<file path="config.mk">
export PLATFORM = sky130hd
export DESIGN_NAME = snake_dir_ctrl
export DESIGN_NICKNAME = d
export VERILOG_FILES = /design/src/rtl/snake_dir_ctrl.sv
export SDC_FILE = /design/constraint.sdc
export NUM_CORES = 1
export LEC_CHECK = 0
export BUFFER_PORTS_ARGS = -buffer_cell sky130_fd_sc_hd__buf_2
export CAP_MARGIN = 15
export CORE_MARGIN = 5
export CORE_UTILIZATION = 37
export DETAILED_ROUTE_END_ITERATION = 7
export PLACE_DENSITY = 0.65
export SYNTH_ARGS = -nofsm -noshare
export SYNTH_HDL_FRONTEND = slang
export SYNTH_SLANG_ARGS = --single-unit
</file>
<file path="constraint.sdc">
create_clock -name clk -period 3.39 [get_ports clk]
set_input_delay 0.5085 -clock clk [delete_from_list [all_inputs] [get_ports clk]]
set_output_delay 0.5085 -clock clk [all_outputs]
set_load 0.02 [all_outputs]
</file>
<file path="src/rtl/snake_dir_ctrl.sv">
// Snake heading/game-state sequencer: edge-detected turn commands, turn filter, one turn applied per tick.
// Optional SNAKE_DIR_QUEUE_EN selects a QDEPTH-entry turn FIFO; otherwise a single overwriteable pending turn.
module snake_dir_ctrl #(
  parameter int         QDEPTH   = 2,
  parameter logic [1:0] INIT_DIR = 2'd1
) (
  input  logic       clk,
  input  logic       reset,
  input  logic       up,
  input  logic       down,
  input  logic       left,
  input  logic       right,
  input  logic       user_start,
  input  logic       cmd_reset,
  input  logic       tick,
  input  logic       collision,
  output logic [1:0] dir,
  output logic       step,
  output logic [1:0] game_state,
  output logic [3:0] q_level,
  output logic       dropped
);

  typedef enum logic [1:0] {IDLE = 2'd0, PLAYING = 2'd1, OVER = 2'd2} state_t;

  if (QDEPTH < 1 || QDEPTH > 8) begin : g_bad_qdepth
    $error("snake_dir_ctrl: QDEPTH must be 1..8");
  end

  state_t state, state_nxt;
  logic up_q, down_q, left_q, right_q, start_q, creset_q;
  logic up_ev, down_ev, left_ev, right_ev, start_ev, creset_ev;
  logic       dir_ev;
  logic [1:0] dir_new;
  logic [1:0] ref_dir;
  logic       filt_ok, load_init, do_tick, try_push, push, pop, drop;

  assign up_ev     = up & ~up_q;
  assign down_ev   = down & ~down_q;
  assign left_ev   = left & ~left_q;
  assign right_ev  = right & ~right_q;
  assign start_ev  = user_start & ~start_q;
  assign creset_ev = cmd_reset & ~creset_q;

  always_comb begin
    dir_ev  = up_ev | right_ev | down_ev | left_ev;
    dir_new = 2'd3;
    if (up_ev)         dir_new = 2'd0;
    else if (right_ev) dir_new = 2'd1;
    else if (down_ev)  dir_new = 2'd2;
  end

  always_comb begin
    state_nxt = state;
    if (creset_ev) begin
      state_nxt = IDLE;
    end else begin
      case (state)
        IDLE:    if (start_ev)  state_nxt = PLAYING;
        PLAYING: if (collision) state_nxt = OVER;
        OVER:    if (start_ev)  state_nxt = PLAYING;
        default:                state_nxt = IDLE;
      endcase
    end
  end

  // Entering IDLE or (re)entering PLAYING restores the heading and empties the turn buffer.
  assign load_init = creset_ev | ((state != PLAYING) & start_ev);
  assign do_tick   = (state == PLAYING) & ~creset_ev & ~collision & tick;
  assign try_push  = (state == PLAYING) & ~creset_ev & dir_ev;
  assign filt_ok   = (dir_new != ref_dir) & (dir_new != (ref_dir ^ 2'd2));

`ifdef SNAKE_DIR_QUEUE_EN
  localparam int PW = (QDEPTH > 1) ? $clog2(QDEPTH) : 1;
  localparam logic [PW-1:0] LAST = PW'(QDEPTH - 1);

  logic [1:0]    q_mem [QDEPTH];
  logic [PW-1:0] wr_ptr, rd_ptr, tail_ptr;
  logic [3:0]    q_cnt;

  assign tail_ptr = (wr_ptr == '0) ? LAST : wr_ptr - 1'b1;
  assign ref_dir  = (q_cnt != 4'd0) ? q_mem[tail_ptr] : dir;
  assign push     = try_push & filt_ok & (q_cnt != 4'(QDEPTH));
  assign drop     = try_push & ~push;
  assign pop      = do_tick & (q_cnt != 4'd0);
  assign q_level  = q_cnt;

  always_ff @(posedge clk) begin
    if (push) q_mem[wr_ptr] <= dir_new;
  end

  always_ff @(posedge clk) begin
    if (reset) begin
      dir    <= INIT_DIR;
      wr_ptr <= '0;
      rd_ptr <= '0;
      q_cnt  <= 4'd0;
    end else if (load_init) begin
      dir    <= INIT_DIR;
      wr_ptr <= '0;
      rd_ptr <= '0;
      q_cnt  <= 4'd0;
    end else begin
      if (pop) begin
        dir    <= q_mem[rd_ptr];
        rd_ptr <= (rd_ptr == LAST) ? '0 : rd_ptr + 1'b1;
      end
      if (push) wr_ptr <= (wr_ptr == LAST) ? '0 : wr_ptr + 1'b1;
      q_cnt <= q_cnt + 4'(push) - 4'(pop);
    end
  end
`else
  logic       pend_vld;
  logic [1:0] pend_dir;

  assign ref_dir = pend_vld ? pend_dir : dir;
  assign push    = try_push & filt_ok;
  assign drop    = try_push & ~filt_ok;
  assign pop     = do_tick & pend_vld;
  assign q_level = {3'b000, pend_vld};

  always_ff @(posedge clk) begin
    if (reset) begin
      dir      <= INIT_DIR;
      pend_vld <= 1'b0;
      pend_dir <= 2'd0;
    end else if (load_init) begin
      dir      <= INIT_DIR;
      pend_vld <= 1'b0;
    end else begin
      if (pop) begin
        dir      <= pend_dir;
        pend_vld <= 1'b0;
      end
      // A newer accepted turn replaces whatever is pending (push wins over a same-cycle pop).
      if (push) begin
        pend_vld <= 1'b1;
        pend_dir <= dir_new;
      end
    end
  end
`endif

  always_ff @(posedge clk) begin
    if (reset) begin
      state    <= IDLE;
      step     <= 1'b0;
      dropped  <= 1'b0;
      up_q     <= 1'b0;
      down_q   <= 1'b0;
      left_q   <= 1'b0;
      right_q  <= 1'b0;
      start_q  <= 1'b0;
      creset_q <= 1'b0;
    end else begin
      state    <= state_nxt;
      step     <= do_tick;
      dropped  <= drop;
      up_q     <= up;
      down_q   <= down;
      left_q   <= left;
      right_q  <= right;
      start_q  <= user_start;
      creset_q <= cmd_reset;
    end
  end

  assign game_state = state;

endmodule

</file>
# Yosys cells after proc, flatten, opt, wreduce, memory -nomap -nowiden
# Index checks and enable logic that the tools add are counted.
# word_totals
ff_bits,15
input_bits,10
output_inout_bits,10
elab_cells,65
# op_classes
n_eq_ne,7
n_mux,9
bitwise,30
reduce_logical,7
# op_table
op,n
AND 1 bit,15
inverter 1 bit,11
two-way mux 2 bit,5
OR reduction 2 bit,3
"!= test 2 x 1 -> 1 bit, second input constant",2
!= test 2 bit,2
bitwise OR 1 bit,4
case mux 2 bit (2 select lines),1
AND reduction 2 bit,2
two-way mux 1 bit,3
"equality test 2 x 1 -> 1 bit, second input constant",1
"equality test 2 bit, second input constant",1
zero test 2 bit,1
"!= test 2 bit, second input constant",1
nonzero test 2 bit,1

# Depth between registers and ports, before layout
# logic_depth
ltp_word,9
depth_mapped,5
ltp_nobuf,5

# Least setup slack after synthesis
# Ideal clock, no wire load.
# synth_path
kind,input to register
startpoint,input port up
endpoint,register pend_dir[1]
setup_time_ns,0.121
arrival_time_ns,1.418
slack_ns,1.850
stages,5
path_cell_list,inv_1 -> o21ai_2 -> o31a_4 -> nand2_2 -> mux2_4
# synth_via
elab_chain_cells,7
word_cells_on_any_way,11
# synth_lines
item,line,text
from (decl),9,"input logic up,"
AND 1 bit (*),38,assign up_ev = up & ~up_q;
bitwise OR 1 bit (3 in a row),46,dir_ev = up_ev | right_ev | down_ev | left_ev;
AND 1 bit,70,assign try_push = (state == PLAYING) & ~creset_ev & dir_ev;
AND 1 bit,117,assign push = try_push & filt_ok;
AND reduction 2 bit (no line),--,
to (signal assigned),138,pend_dir <= dir_new;
to (decl),114,logic [1:0] pend_dir;
# Every way passes the cells marked *; elsewhere a longest branch is shown, timed or not.
# A chain may end at the register's enable or synchronous reset.

# Final worst setup path
# layout_path
startpoint,register pend_vld
endpoint,output port q_level[0]
# layout_rtl
item,line,text
from (decl),113,logic pend_vld;
from (signal assigned),125,pend_vld <= 1'b0;
from (signal assigned),129,pend_vld <= 1'b0;
from (signal assigned),133,pend_vld <= 1'b0;
to (decl),20,"output logic [3:0] q_level,"
# No word-level cell between the ends.

==> flow_metrics.env <==
export IMPL_status="finished, final reports clean"
export IMPL_synth_edff_count=0
export IMPL_dr_pass1_iters=4
export IMPL_vias=507
export IMPL_synth_area_um2=691.9
export IMPL_grt_use_met3=0.02817
export IMPL_maxSlewViolCount=0
export IMPL_ant_nets=0
export IMPL_fillers=187
export IMPL_grt_use_total=0.1020
export IMPL_cts_made_buffers=3
export IMPL_post_cts_buffers=0
export IMPL_power_density_nw_per_um2=402.6
export IMPL_diodes=0
export IMPL_cts_resized=0
export IMPL_skew_ps=3.901
export IMPL_grt_pass1_vias=495
export IMPL_synthFlopType="dfxtp_1"
export IMPL_htree_levels=1
export IMPL_gr_usage_met1=0.1267
export IMPL_arrival_ps=950
export IMPL_die_area_um2=2835
export IMPL_drtIter0Drc=4
export IMPL_hold_depth=2
export IMPL_place_hpwl_um=952.5
export IMPL_post_drt_via_cell_ratio=4.527
export IMPL_place_port_buffers=16
export IMPL_avgRoutedWirePerCell_um=10.87
export IMPL_drive_gt1_frac=0.3448
export IMPL_multi_input_area_um2=357.8
export IMPL_yosysSeqAreaShare=0.4340
export IMPL_post_route_drc_count=0
export IMPL_yosysUniqueCellTypes=32
export IMPL_busiest_layer="met2"
export IMPL_area_growth_pct=16.27
export IMPL_root_buffer="clkbuf_4"
export IMPL_rows=15
export IMPL_grt_overflow=0
export IMPL_start_util=0.3964
export IMPL_synthCells=70
export IMPL_grt_setup_unrepaired="no"
export IMPL_cp_slowest_stage_delay_ps=460
export IMPL_required_ps=2880
export IMPL_place_ws_ps=1691
export IMPL_min_from="cmd_reset"
export IMPL_min_period_ps=1454
export IMPL_critPathKind="reg -> out"
export IMPL_r2r_start="pend_vld"
export IMPL_cts_hold_buf=0
export IMPL_syn_avg_cell_area_um2=9.884
export IMPL_cts_sinks=15
export IMPL_antenna_found_initial=0
export IMPL_fin_nets=98
export IMPL_path_clk_slew_ps=80
export IMPL_clk_path_buf_depth=2
export IMPL_finalSetupViolCount=0
export IMPL_fin_crit_sh=0.4289
export IMPL_crit_fanout=6
export IMPL_seq_area_um2=300.3
export IMPL_reg2reg_to="pend_dir[1]"
export IMPL_hp_class="in -> reg"
export IMPL_reg2reg_slack_ps=1980
export IMPL_tns_ps=0
export IMPL_die_h_um=53.25
export IMPL_ioPinCount=20
export IMPL_p_leak_uw=0.0003466
export IMPL_clk_latency_ps=280
export IMPL_ff2ff_path_depth=4
export IMPL_crit_family="flip-flops"
export IMPL_final_cells=112
export IMPL_ys_async_sr_fraction=0
export IMPL_dp_cells=108
export IMPL_crit_chain="buf_2"
export IMPL_cp_end_kind="output pin"
export IMPL_grt_max_degree=14
export IMPL_max_freq_mhz=687.7
export IMPL_max_cap_violations=0
export IMPL_core_um2=1745
export IMPL_gr_usage_met2=0.1531
export IMPL_min_to="creset_q"
export IMPL_grt_pass1_wl_mm=2.042
export IMPL_crit_buf_inv=1
export IMPL_ys_warn_count=0
export IMPL_start_kind="flip-flop"
export IMPL_synth_ff_latch_count=15
export IMPL_tritoncts="done"
export IMPL_finalHoldViolCount=0
export IMPL_peakVddDrop_v=0.0002986
export IMPL_crit_slowest_cell="dfxtp_1"
export IMPL_die_w_um=53.25
export IMPL_setup_slack_ps=1936
export IMPL_routabilityCongestion=0.8268
export IMPL_wirelength_mm=1.217
==> placed cells by master (no fill, tap or decap), types with 2 or more instances in the layout <==
cell type	instances
mux2i_1	3
nor2b_1	8
clkbuf_4	3
nor2_1	8
inv_1	2
nand2b_1	2
dfxtp_1	15
o21ai_0	2
nand2_1	2
conb_1	3
a21oi_1	2
buf_2	16
==> layer usage <==
layer	up-vias	share of wire
li1	260	-
met2	14	0.45
met3	2	0.089
met5	-	0
met4	0	0.0074
met1	231	0.45
==> through the flow <==
stage,hold WS [ps],total power [µW],utilization,area (µm²)
finish,457.1,323.9,0.4609,804.5
global route,472.4,340.3,0.4609,804.5
CTS,453.5,329.4,0.4609,804.5
detailed placement,497.1,230.2,0.4452,777.0
global placement,485.7,229.3,0.4452,777.0
floorplan,452.0,220.9,-,699.4
==> power breakdown <==
group	switching (µW)	total, µW	leakage (µW)	internal, µW
sequential	3.23	185	0.000123	181
combinational	22.4	41.1	0.000206	18.7
clock	54.5	98.2	0.0000177	43.7
==> area by class of cell <==
type / count / share of cell area
Multi-Input combinational cell: 50 / 0.4448
Timing Repair Buffer: 16 / 0.09953
Inverter: 2 / 0.009331
Clock buffer: 3 / 0.02799
Tap cell: 25 / 0.03888
Sequential cell: 15 / 0.3733
Clock inverter: 1 / 0.006221
==> cells in the mapped netlist, drive strengths merged (2+ instances only) <==
| cell type | number | area [µm²] |
|---|---|---|
| a21oi | 2 | 10.01 |
| dfxtp | 15 | 300.3 |
| mux2i | 3 | 30.03 |
| nor2 | 9 | 36.29 |
| nor2b | 10 | 72.57 |
| nand2 | 3 | 13.77 |
| buf | 4 | 30.03 |
| nand2b | 3 | 21.27 |
| o21ai | 3 | 18.77 |
| inv | 2 | 7.510 |
==> cells by family (layout without fill, tap and decap cells) <==
logic type,Yosys count,count (layout),synth area share
compound gates,10,10,0.1357
xor+xnor,1,1,0.02351
buf+inv,7,22,0.05968
flops,15,15,0.4340
mux,4,4,0.06509
other cells,1,3,0.005420
simple gates,32,32,0.2767
==> worst max-delay path by stage <==
stage          startpoint           to  cells past startpoint
3_5_place_dp           up  pend_dir[1]                      6
2_1_floorplan          up  pend_dir[1]                      5
5_1_grt          pend_vld   q_level[0]                      1
4_1_cts          pend_vld   q_level[0]                      1
6_report         pend_vld   q_level[0]                      1
3_3_place_gp           up  pend_dir[1]                      6
Note: power is estimated with default switching activity, not from simulation.
